File: src/rtl/integrator_back_mc.sv
// Multi-channel backward-Euler integrator (y[n] = y[n-1] + x[n]) on MCLK_I.
// CLK_I is treated as data; one shared adder walks the channels one per cycle.
module integrator_back_mc #(
    parameter int DATA_BIT_WIDTH = 16,
    parameter int CHANNELS       = 2,
    parameter bit SATURATE       = 1'b1
) (
    input  logic                               MCLK_I,
    input  logic                               NRST_I,
    input  logic                               CLK_I,
    input  logic [CHANNELS*DATA_BIT_WIDTH-1:0] DATA_I,
    output logic                               CLK_O,
    output logic [CHANNELS*DATA_BIT_WIDTH-1:0] DATA_O,
    output logic [CHANNELS-1:0]                OFDET_O,
    output logic [CHANNELS-1:0]                UFDET_O,
    output logic                               BUSY_O,
    output logic                               MISS_O
);
    localparam int W    = DATA_BIT_WIDTH;
    localparam int CH_W = (CHANNELS > 1) ? $clog2(CHANNELS) : 1;
    localparam int DLY  = CHANNELS + 3;

    localparam logic [1:0] ST_IDLE   = 2'd0;
    localparam logic [1:0] ST_ACCUM  = 2'd1;
    localparam logic [1:0] ST_UPDATE = 2'd2;

    localparam logic signed [W:0] MAX_V = {2'b00, {(W-1){1'b1}}};
    localparam logic signed [W:0] MIN_V = {2'b11, {(W-1){1'b0}}};

    logic                  clk_s1, clk_s2, clk_s3;
    logic                  armed;
    logic [DLY-1:0]        clk_dly;
    logic [1:0]            state;
    logic [CH_W-1:0]       ch;
    logic signed [W-1:0]   x_p0 [CHANNELS];
    logic signed [W-1:0]   acc  [CHANNELS];
    logic [CHANNELS-1:0]   of_flag, uf_flag;
    logic                  rise, busy, last_ch, capture;
    logic signed [W:0]     sum;
    logic                  ovf, unf;

    function automatic logic signed [W-1:0] limit(input logic signed [W:0] s);
        if (SATURATE && (s > MAX_V)) begin
            return MAX_V[W-1:0];
        end else if (SATURATE && (s < MIN_V)) begin
            return MIN_V[W-1:0];
        end
        return s[W-1:0];
    endfunction

    assign rise    = clk_s2 & ~clk_s3 & armed;
    assign busy    = (state != ST_IDLE);
    assign last_ch = (ch == CH_W'(CHANNELS - 1));
    assign capture = (state == ST_IDLE) & rise & NRST_I;
    assign sum     = {acc[ch][W-1], acc[ch]} + {x_p0[ch][W-1], x_p0[ch]};
    assign ovf     = (sum > MAX_V);
    assign unf     = (sum < MIN_V);
    assign BUSY_O  = busy;
    assign CLK_O   = clk_dly[DLY-1];

    // Synchroniser and CLK_O delay line; armed only after CLK_I has really been low,
    // so a sample clock already high at reset release produces neither a sample nor CLK_O.
    always_ff @(posedge MCLK_I) begin
        if (!NRST_I) begin
            clk_s1  <= 1'b0;
            clk_s2  <= 1'b0;
            clk_s3  <= 1'b0;
            armed   <= 1'b0;
            clk_dly <= '0;
        end else begin
            clk_s1  <= CLK_I;
            clk_s2  <= clk_s1;
            clk_s3  <= clk_s2;
            if (!CLK_I) begin
                armed <= 1'b1;
            end
            clk_dly <= {clk_dly[DLY-2:0], clk_s2 & armed};
        end
    end

    // Stage p0: input capture on an accepted sample
    always_ff @(posedge MCLK_I) begin
        if (capture) begin
            for (int k = 0; k < CHANNELS; k++) begin
                x_p0[k] <= DATA_I[k*W +: W];
            end
        end
    end

    // Stage p1: one channel per cycle through the shared adder, then publish
    always_ff @(posedge MCLK_I) begin
        if (!NRST_I) begin
            state   <= ST_IDLE;
            ch      <= '0;
            MISS_O  <= 1'b0;
            DATA_O  <= '0;
            OFDET_O <= '0;
            UFDET_O <= '0;
            of_flag <= '0;
            uf_flag <= '0;
            for (int k = 0; k < CHANNELS; k++) begin
                acc[k] <= '0;
            end
        end else begin
            case (state)
                ST_IDLE: begin
                    if (rise) begin
                        ch    <= '0;
                        state <= ST_ACCUM;
                    end
                end
                ST_ACCUM: begin
                    acc[ch]     <= limit(sum);
                    of_flag[ch] <= ovf;
                    uf_flag[ch] <= unf;
                    ch          <= ch + CH_W'(1);
                    if (last_ch) begin
                        state <= ST_UPDATE;
                    end
                end
                ST_UPDATE: begin
                    for (int k = 0; k < CHANNELS; k++) begin
                        DATA_O[k*W +: W] <= acc[k];
                    end
                    OFDET_O <= of_flag;
                    UFDET_O <= uf_flag;
                    state   <= ST_IDLE;
                end
                default: state <= ST_IDLE;
            endcase
            if (rise && busy) begin
                MISS_O <= 1'b1;
            end
        end
    end
endmodule

File: config.mk
export PLATFORM = sky130hd
export DESIGN_NAME = integrator_back_mc
export DESIGN_NICKNAME = d
export VERILOG_FILES = /design/src/rtl/integrator_back_mc.sv
export SDC_FILE = /design/constraint.sdc
export NUM_CORES = 1
export LEC_CHECK = 0
export ABC_CLOCK_PERIOD_IN_PS = 9550
export BUFFER_PORTS_ARGS = -buffer_cell sky130_fd_sc_hd__buf_2
export CORE_MARGIN = 1.5
export CORE_UTILIZATION = 45
export CTS_BUF_LIST = sky130_fd_sc_hd__clkbuf_8
export CTS_CLUSTER_SIZE = 40
export DETAILED_ROUTE_END_ITERATION = 6
export PLACE_DENSITY_LB_ADDON = 0.05
export SKIP_CTS_REPAIR_TIMING = 1
export SLEW_MARGIN = 25
export SYNTH_ARGS = -nofsm -noshare
export SYNTH_HDL_FRONTEND = slang
export SYNTH_SLANG_ARGS = --single-unit
export TNS_END_PERCENT = 30
File: constraint.sdc
create_clock -name MCLK_I -period 9.55 [get_ports MCLK_I]
set_clock_uncertainty 0.15 [all_clocks]
set_input_delay 0.955 -clock MCLK_I [delete_from_list [all_inputs] [get_ports MCLK_I]]
set_output_delay 0.955 -clock MCLK_I [all_outputs]
set_load 0.005 [all_outputs]
==> metrics.cfg <==
[outcome]
status=complete, no violations

[critical_path]
cp-end-kind=flip-flop
rr_worst_depth=9
cp_max_fo=32
crit_arrival_ns=4.21
critPathKind=flip-flop to flip-flop
critPathLaunchType=flip-flop
cp.required_ns=9.71
rr_endpoint=acc[1][2]$_SDFFCE_PN0P_
r2r_setup_slack_ns=5.50

[sta]
timing.hold.ws_ns=0.2848
slew_headroom_pct=42.90
final-hold-violation-count=0
min_period_over_period_pct=42.45
setup_violations=0
setup_ws_ns=5.496
tightest_slew_ns=0.8556
fin_crit_ns=4.054
rsz0062_at_grt=no
fin_setup_tns_ns=0
slew_viol_final=0
fmax_ghz=0.2467

[routing]
wire_per_inst_um=15.23
vias_per_cell=5.140
detail-route-antenna-nets=0
drc_errors=0
drtIter0Drc=290
num_vias=3711
routed_wl_mm=11.00
dr.pass1.iters=4

[synthesis]
synthDistinctLibCells=52
yosys_register_bits=118
syn_inst=494
yosysWarnings=0
syn_area_um2=5473
synth_flop_cell=edfxtp_1
ys_seq_area_share_pct=54.87
synth_nets=546
avgSynthCellArea_um2=11.08
synth_edf_count=64
synth-async-reset-ratio_pct=0

[power_and_ir_drop]
p_total_mw=1.094
p_leak_nw=2.458
power_density_nw_per_um2=173.0
ir_worst_vdd_mv=0.1089

[floorplanning]
die_x_um=113.3
fp.dieH_um=113.3
die_area_um2=12830
rows=40
pin_count=74
initial_core_util_pct=45.75
core_um2=11960

[global_routing]
antenna_found_initial=0
track_usage_pct=18.43
grt_pass1_wl_mm=17.94
grt_max_degree=57
grt_pass1_vias=3525
overflow=0

[run]
cap_violations=0

[clock_tree]
cts_root_buffer=clkbuf_8
numCtsBuffers=17
h-tree-depth=4
cts_tree=yes
cts_num_sinks=118
worstSkewPairLatency_ns=0.44
clk_pin_slew_ns=0.07
cts_buffer_depth=2

[place]
place_hpwl_mm=7.720
gp_congestion=0.8523
dpl_worst_slack_ns=5.495
port_buffers=73

[layout]
fin_nets=616
area_growth_pct=15.52
antenna_cells=0
drive_gt1_share_pct=25.57

[min_path]
holdPathStages=1
min_to=clk_s2$_SDFF_PN0_
hold_path.startpoint=clk_s1$_SDFF_PN0_
min_path_type=flip-flop to flip-flop

metrics by stage:
step | instance area, µm² | util [%] | instances
after floorplan | 5473 | - | 494
after global placement | 5944 | 49.70 | 692
after detailed placement | 5944 | 49.70 | 692
after CTS | 6322 | 52.86 | 722
after global routing | 6322 | 52.86 | 722
final | 6322 | 52.86 | 722
worst max-delay path by stage:
| stage | slack [ns] | to |
|---|---|---|
| 2_1_floorplan | 6.13 | acc[1][2]$_SDFFCE_PN0P_ |
| 3_3_place_gp | 5.62 | acc[1][2]$_SDFFCE_PN0P_ |
| 3_5_place_dp | 5.50 | acc[1][2]$_SDFFCE_PN0P_ |
| 4_1_cts | 5.49 | acc[1][2]$_SDFFCE_PN0P_ |
| 5_1_grt | 5.08 | acc[1][2]$_SDFFCE_PN0P_ |
| 6_report | 5.50 | acc[1][2]$_SDFFCE_PN0P_ |
sequential cells by signal (all words and copies together), names as in the netlist, named ones only:
| name | flops |
|---|---|
| DATA_O | 32 |
| MISS_O | 1 |
| OFDET_O | 2 |
| UFDET_O | 2 |
| acc | 32 |
| armed | 1 |
| ch | 1 |
| clk_dly | 5 |
| clk_s1 | 1 |
| clk_s2 | 1 |
| clk_s3 | 1 |
| of_flag | 2 |
| state | 2 |
| uf_flag | 2 |
| x_p0 | 32 |
layout make-up:
| cell class | count | area [µm²] |
|---|---|---|
| Fill cell | 1061 | 5639 |
| Timing Repair Buffer | 77 | 395.4 |
| Clock inverter | 9 | 88.84 |
| Sequential cell | 118 | 3003 |
| Inverter | 7 | 26.28 |
| Multi-Input combinational cell | 343 | 2336 |
| Tap cell | 147 | 183.9 |
| Clock buffer | 21 | 289.0 |
metal layers:
layer / part of all wire [%] / global-route usage, %
met1: 53 / 26.84
met2: 41 / 25.58
met3: 4.6 / 5.678
met4: 1.5 / 7.250
met5: 0 / 0
power by group:
group,switching [mW],internal (mW)
clock network,0.183,0.251
registers,0.00487,0.543
logic,0.0683,0.0429
worst max-delay path, cell delays in order (launching register included):
cell and delay (ns):
dfxtp_1 0.31, buf_4 0.40, mux2_2 0.40, ha_1 0.39, a21o_1 0.20, nor4_1 0.07
a221oi_1 0.41, nand2_1 0.49, nor2_2 0.83, a22o_1 0.25
cells in the mapped netlist (5+ instances only):
cell type	number	area, µm²
a21boi_0	40	300.3
a21oi_1	26	130.1
and2_1	11	68.82
clkbuf_1	18	67.56
dfxtp_1	54	1081
edfxtp_1	64	1922
ha_1	16	200.2
inv_1	7	26.28
mux2_2	32	360.4
nand2_1	94	352.8
nand2b_1	5	31.28
nand3_1	6	30.03
nor2_1	12	45.04
nor2b_1	5	31.28
o21a_1	24	180.2
o21ai_0	15	75.07
xor2_1	5	43.79
cells in the final DEF, fill, tap and decap left out, types with 3 or more instances in the layout:
master / netlist / final
xor2_1: 5 / 5
nand3_1: 6 / 6
a21boi_0: 40 / 40
edfxtp_1: 64 / 64
and3_1: 4 / 4
o211ai_1: 3 / 3
a21oi_1: 26 / 26
nand2b_1: 5 / 5
dfxtp_1: 54 / 54
mux2_2: 32 / 32
o21a_1: 24 / 24
a211oi_2: 3 / 3
clkbuf_8: 0 / 21
a21o_1: 3 / 3
nand2_1: 94 / 94
o21ai_0: 15 / 15
ha_1: 16 / 16
nor2b_1: 5 / 4
xnor2_1: 4 / 4
nor2_1: 12 / 12
and2_1: 11 / 11
inv_1: 7 / 12
buf_4: 0 / 4
buf_2: 4 / 73
logic make-up after synthesis:
logic type,synth area share (%)
compound gates,18.40
xor+xnor,1.440
fa+ha+maj,4.207
buf+inv,2.492
flops,54.87
mux,6.584
simple gates,12.00
No activity file was read; power rests on OpenSTA's default activity.
